[src/rtl/jtag_gpio_bridge.sv]
// JTAG TAP bridging scan registers to parallel GPIO channels.
// All JTAG pins are oversampled and processed in the sys_clk domain.
module jtag_gpio_bridge #(
  parameter int          CHANNELS = 3,
  parameter int          WIDTH    = 8,
  parameter logic [31:0] IDCODE   = 32'h0F1E_A001,
  parameter int          IR_W     = 4
) (
  input  logic                      sys_clk,
  input  logic                      sys_rst,
  input  logic                      jtag_tck,
  input  logic                      jtag_tms,
  input  logic                      jtag_tdi,
  output logic                      jtag_tdo,
  output logic                      jtag_tdo_en,
  output logic [CHANNELS*WIDTH-1:0] out_data,
  output logic                      out_strobe,
  input  logic [CHANNELS*WIDTH-1:0] in_data
);

  localparam int CW   = CHANNELS * WIDTH;
  localparam int DR_W = (CW > 32) ? CW : 32;
  localparam int AW   = $clog2(DR_W);

  typedef enum logic [3:0] {
    TLR, RTI,
    SEL_DR, CAP_DR, SH_DR, EX1_DR,
    PAU_DR, EX2_DR, UPD_DR,
    SEL_IR, CAP_IR, SH_IR, EX1_IR,
    PAU_IR, EX2_IR, UPD_IR
  } tap_e;

  logic [2:0] tck_q;
  logic [1:0] tms_q;
  logic [1:0] tdi_q;
  logic       tck_rise;
  logic       tck_fall;
  logic       tms_s;
  logic       tdi_s;

  tap_e state_q;
  tap_e state_d;

  logic [IR_W-1:0] ir_q;
  logic [IR_W-1:0] ir_sr;
  logic [DR_W-1:0] dr_q;
  logic [DR_W-1:0] dr_cap;
  logic [DR_W-1:0] dr_nxt;
  logic [AW-1:0]   dr_msb;
  logic            is_id;
  logic            is_out;
  logic            is_in;

  always_ff @(posedge sys_clk or posedge sys_rst) begin
    if (sys_rst) begin
      tck_q <= '0;
      tms_q <= '0;
      tdi_q <= '0;
    end else begin
      tck_q <= {tck_q[1:0], jtag_tck};
      tms_q <= {tms_q[0], jtag_tms};
      tdi_q <= {tdi_q[0], jtag_tdi};
    end
  end

  assign tck_rise = tck_q[1] & ~tck_q[2];
  assign tck_fall = ~tck_q[1] & tck_q[2];
  assign tms_s    = tms_q[1];
  assign tdi_s    = tdi_q[1];

  always_ff @(posedge sys_clk or posedge sys_rst) begin
    if (sys_rst) state_q <= TLR;
    else         state_q <= state_d;
  end

  always_comb begin
    state_d = state_q;
    if (tck_rise) begin
      unique case (state_q)
        TLR:    state_d = tms_s ? TLR    : RTI;
        RTI:    state_d = tms_s ? SEL_DR : RTI;
        SEL_DR: state_d = tms_s ? SEL_IR : CAP_DR;
        CAP_DR: state_d = tms_s ? EX1_DR : SH_DR;
        SH_DR:  state_d = tms_s ? EX1_DR : SH_DR;
        EX1_DR: state_d = tms_s ? UPD_DR : PAU_DR;
        PAU_DR: state_d = tms_s ? EX2_DR : PAU_DR;
        EX2_DR: state_d = tms_s ? UPD_DR : SH_DR;
        UPD_DR: state_d = tms_s ? SEL_DR : RTI;
        SEL_IR: state_d = tms_s ? TLR    : CAP_IR;
        CAP_IR: state_d = tms_s ? EX1_IR : SH_IR;
        SH_IR:  state_d = tms_s ? EX1_IR : SH_IR;
        EX1_IR: state_d = tms_s ? UPD_IR : PAU_IR;
        PAU_IR: state_d = tms_s ? EX2_IR : PAU_IR;
        EX2_IR: state_d = tms_s ? UPD_IR : SH_IR;
        UPD_IR: state_d = tms_s ? SEL_DR : RTI;
      endcase
    end
  end

  assign is_id  = (ir_q == IR_W'(1));
  assign is_out = (ir_q == IR_W'(2));
  assign is_in  = (ir_q == IR_W'(3));

  // One shared DR; TDI enters at the MSB of the selected length.
  always_comb begin
    dr_cap = '0;
    dr_msb = '0;
    unique case (1'b1)
      is_id: begin
        dr_cap = DR_W'(IDCODE);
        dr_msb = AW'(31);
      end
      is_out: begin
        dr_cap = DR_W'(out_data);
        dr_msb = AW'(CW - 1);
      end
      is_in: begin
        dr_cap = DR_W'(in_data);
        dr_msb = AW'(CW - 1);
      end
      default: ;
    endcase
    dr_nxt         = {1'b0, dr_q[DR_W-1:1]};
    dr_nxt[dr_msb] = tdi_s;
  end

  always_ff @(posedge sys_clk or posedge sys_rst) begin
    if (sys_rst) begin
      ir_q        <= IR_W'(1);
      ir_sr       <= '0;
      dr_q        <= '0;
      out_data    <= '0;
      out_strobe  <= 1'b0;
      jtag_tdo    <= 1'b0;
      jtag_tdo_en <= 1'b0;
    end else begin
      out_strobe <= 1'b0;
      if (tck_rise) begin
        if (state_q == SH_IR) ir_sr <= {tdi_s, ir_sr[IR_W-1:1]};
        if (state_q == SH_DR) dr_q <= dr_nxt;
        if (state_d == CAP_IR) ir_sr <= IR_W'(1);
        if (state_d == CAP_DR) dr_q <= dr_cap;
        if (state_d == UPD_IR) ir_q <= ir_sr;
        if (state_d == TLR) ir_q <= IR_W'(1);
        if (state_d == UPD_DR && is_out) begin
          out_data   <= dr_q[CW-1:0];
          out_strobe <= 1'b1;
        end
      end else if (tck_fall) begin
        if (state_q == SH_IR) begin
          jtag_tdo    <= ir_sr[0];
          jtag_tdo_en <= 1'b1;
        end else if (state_q == SH_DR) begin
          jtag_tdo    <= dr_q[0];
          jtag_tdo_en <= 1'b1;
        end else begin
          jtag_tdo    <= 1'b0;
          jtag_tdo_en <= 1'b0;
        end
      end
    end
  end

endmodule

[config.mk]
export PLATFORM = sky130hd
export DESIGN_NAME = jtag_gpio_bridge
export DESIGN_NICKNAME = d
export VERILOG_FILES = /design/src/rtl/jtag_gpio_bridge.sv
export SDC_FILE = /design/constraint.sdc
export NUM_CORES = 1
export LEC_CHECK = 0
export ABC_AREA = 0
export CAP_MARGIN = 25
export CELL_PAD_IN_SITES_DETAIL_PLACEMENT = 1
export CELL_PAD_IN_SITES_GLOBAL_PLACEMENT = 1
export CORE_ASPECT_RATIO = 1.75
export CORE_MARGIN = 2
export CORE_UTILIZATION = 39
export CTS_CLUSTER_DIAMETER = 30
export CTS_CLUSTER_SIZE = 24
export DETAILED_ROUTE_END_ITERATION = 8
export GPL_ROUTABILITY_DRIVEN = 0
export MAX_ROUTING_LAYER = met4
export PLACE_DENSITY = 0.81
export SLEW_MARGIN = 25
export SYNTH_ARGS = -nofsm -noshare
export SYNTH_HDL_FRONTEND = slang
export SYNTH_SLANG_ARGS = --single-unit
[constraint.sdc]
create_clock -name sys_clk -period 2.4 [get_ports sys_clk]
set_clock_uncertainty 0.15 [all_clocks]
set_input_delay 0.24 -clock sys_clk [delete_from_list [all_inputs] [get_ports sys_clk]]
set_output_delay 0.24 -clock sys_clk [all_outputs]
set_load 0.05 [all_outputs]
==> results.cfg <==
[power_and_ir_drop]
pwr-share-seq = 0.408
p_per_area_mw_per_mm2 = 978
p_leak_nw = 2.15
internal_power_mw = 3.16
p_sw_frac = 0.339
clkPwrFrac = 0.296
p_switching_mw = 1.62
comb_power_share = 0.296
ir_drop_mv = 0.481

[clock_tree]
cts_tree = yes
cts_num_sinks = 78
clockBufferDepth = 2
cts_buffers = 9
cts_root_buf = clkbuf_16
htree_levels = 3
post-cts-setup-buffer-count = 0
post_cts_resized = 0
cts_hold_buf = 0
clkTransAtPathRegs_ns = 0.06
insertion_delay_ns = 0.34

[finish]
area_growth_pct = 25.3
regArea_sq_mm = 0.00195
final_cell_mix = dfrtp_1 (77), clkdlybuf4s50_1 (55), nand2_1 (32)
final_common_cell = dfrtp_1
drive_gt1_frac = 0.236
layout.nets = 415
antenna_cells = 0
fillCellCount = 1006
multi_input_area_sq_mm = 0.00174

[synthesis]
avgSynthCellArea_sq_um = 11.9
yosysSeqAreaShare = 0.501
netlist_area_sq_mm = 0.00390
ys_types = 49
ys_async_sr_fraction = 1.00
synthCells = 329
yosysWarnings = 0
synth_edf_count = 0
synth_ff_type = dfrtp_1
synth.net_count = 358
ys_seq_elements = 78

[floorplanning]
core_area_sq_mm = 0.00979
start_util = 0.399
die_w_microns = 79.6
die_area_sq_mm = 0.0109
io_pins = 56
rows = 48
die_y_microns = 136

[grt]
gr-total-overflow = 0
grt_pass1_wl_microns = 16400
first_global_vias = 3154
track_usage = 0.203
grt_max_degree = 60
antenna_found_initial = 0

[status]
status = finished, final reports clean

[sta]
fin_ws_ns = 0.128
rsz0062_at_grt = no
hold-worst-slack_ns = 0.0849
achievable-frequency_ghz = 0.440
tightestPinTransition_ns = 0.653
drv_slew = 0
fin_crit_ns = 2.27
slew_headroom = 0.564
setup_viol = 0
period_share = 0.947
finalSetupTns_ns = 0
hold_viol_final = 0

[detailed_routing]
drt-vias-per-instance = 5.56
drt_iter0_drc = 169
wl_per_cell_microns = 18.8
num_vias = 2865
drt-total-wl_microns = 9660
drt.antenna.violating_nets = 0
drt_pass1_iterations = 4
drc = 0

[setup_path]
endpoint_kind = flop
crit_type = reg2reg
slowest_stage = dfrtp_1
slowest_delay_ns = 0.51
crit_path_max_fanout = 25
r2r_setup_slack_ns = 0.13
critPathArrivalTime_ns = 2.34
cp-start-kind = flop
crit_chain = nor2b_1 > and3_1 > o2111ai_2 > nor2_4 > buf_12 > mux2_2
cp.required_ns = 2.47

[placement]
dpl.hpwl_microns = 6750
portBuffers = 55
place_ws_ns = 0.198

[flow_run]
drv_cap = 0

[hold_path]
hp-class = in2async
-- critical path, delay by kind of cell (launching register included) --
| kind | cells | cell delay [ns] |
|---|---|---|
| AOI/OAI and AO/OA | 1 | 0.15 |
| buffers and inverters | 1 | 0.23 |
| and+or+nand+nor | 3 | 0.73 |
| DFF | 1 | 0.51 |
| muxes | 1 | 0.37 |
-- power by group through the flow --
stage	clock (mW)	sequential (mW)	combinational (mW)
detailed placement	0	1.96	1.43
floorplan	0	1.85	1.13
global placement	0	1.94	1.36
global route	1.51	2.01	1.58
finish	1.41	1.95	1.42
CTS	1.45	1.95	1.44
-- stage by stage --
| stage | std cells | util | power [mW] | cell area [sq um] |
|---|---|---|---|---|
| after floorplan | 329 | - | 2.98 | 3900 |
| after global placement | 500 | 0.468 | 3.29 | 4580 |
| after detailed placement | 500 | 0.468 | 3.39 | 4580 |
| after CTS | 515 | 0.499 | 4.84 | 4890 |
| after global routing | 515 | 0.499 | 5.09 | 4890 |
| final | 515 | 0.499 | 4.78 | 4890 |
-- path summary, 6_finish.rpt --
| check | from | end | cells past startpoint |
|---|---|---|---|
| max | state_q[2]$_DFF_PP0_ | out_data[1]$_DFFE_PP0P_ | 6 |
| min | sys_rst | tms_q[1]$_DFF_PP0_ | 2 |
| max reg2reg | state_q[2]$_DFF_PP0_ | out_data[1]$_DFFE_PP0P_ | 6 |
| min reg2reg | tck_q[0]$_DFF_PP0_ | tck_q[1]$_DFF_PP0_ | 0 |
| max in group asynchronous | sys_rst | out_data[4]$_DFFE_PP0P_ | 3 |
| min in group sys_clk | jtag_tdi | tdi_q[0]$_DFF_PP0_ | 1 |
-- cell type report --
| type | count | share of cell area |
|---|---|---|
| Clock inverter | 4 | 0.0148 |
| Timing Repair Buffer | 72 | 0.144 |
| Sequential cell | 78 | 0.400 |
| Tap cell | 125 | 0.0320 |
| Multi-Input combinational cell | 218 | 0.357 |
| Clock buffer | 11 | 0.0476 |
| Inverter | 7 | 0.00538 |
-- state kept, by name (all words and copies together), names as in the netlist --
name,count
dr_q,32
out_data,24
ir_q,4
ir_sr,4
state_q,4
tck_q,3
tdi_q,2
tms_q,2
jtag_tdo,1
jtag_tdo_en,1
out_strobe,1
-- cells by family after synthesis --
kind of cell / synth area share
AOI/OAI and AO/OA: 0.222
and+or+nand+nor: 0.114
muxes: 0.109
DFF: 0.501
buffers and inverters: 0.0539
-- synthesized netlist by cell type (2+ instances only) --
cell type,count,share of area
nand3_1,3,0.0038
nor3_1,2,0.0026
mux2i_1,6,0.015
o31ai_2,10,0.032
nand2_1,32,0.031
nand2b_1,4,0.0064
a221oi_2,15,0.058
buf_4,4,0.0077
a221oi_1,3,0.0067
o2111ai_1,2,0.0045
nor2_1,28,0.027
o21ai_1,5,0.0064
nand4_1,2,0.0032
mux2_2,6,0.017
a31oi_1,2,0.0032
and3_1,4,0.0064
buf_6,4,0.012
clkbuf_1,9,0.0087
a21oi_1,10,0.013
a221o_1,7,0.018
o31ai_1,9,0.017
mux2_4,19,0.073
nor2b_1,4,0.0064
a22oi_1,3,0.0058
a22o_1,10,0.022
buf_12,2,0.010
dfrtp_1,77,0.49
o21ai_0,14,0.018
buf_2,7,0.0090
inv_1,7,0.0067
-- per-layer routing --
metal	global-route usage	up-vias	share of wire
li1	-	1326	-
met1	0.229	1482	0.39
met2	0.354	49	0.57
met3	0.0405	8	0.028
met4	0.0651	0	0.010
met5	-	-	0
No activity file was read; power rests on OpenSTA's default activity.
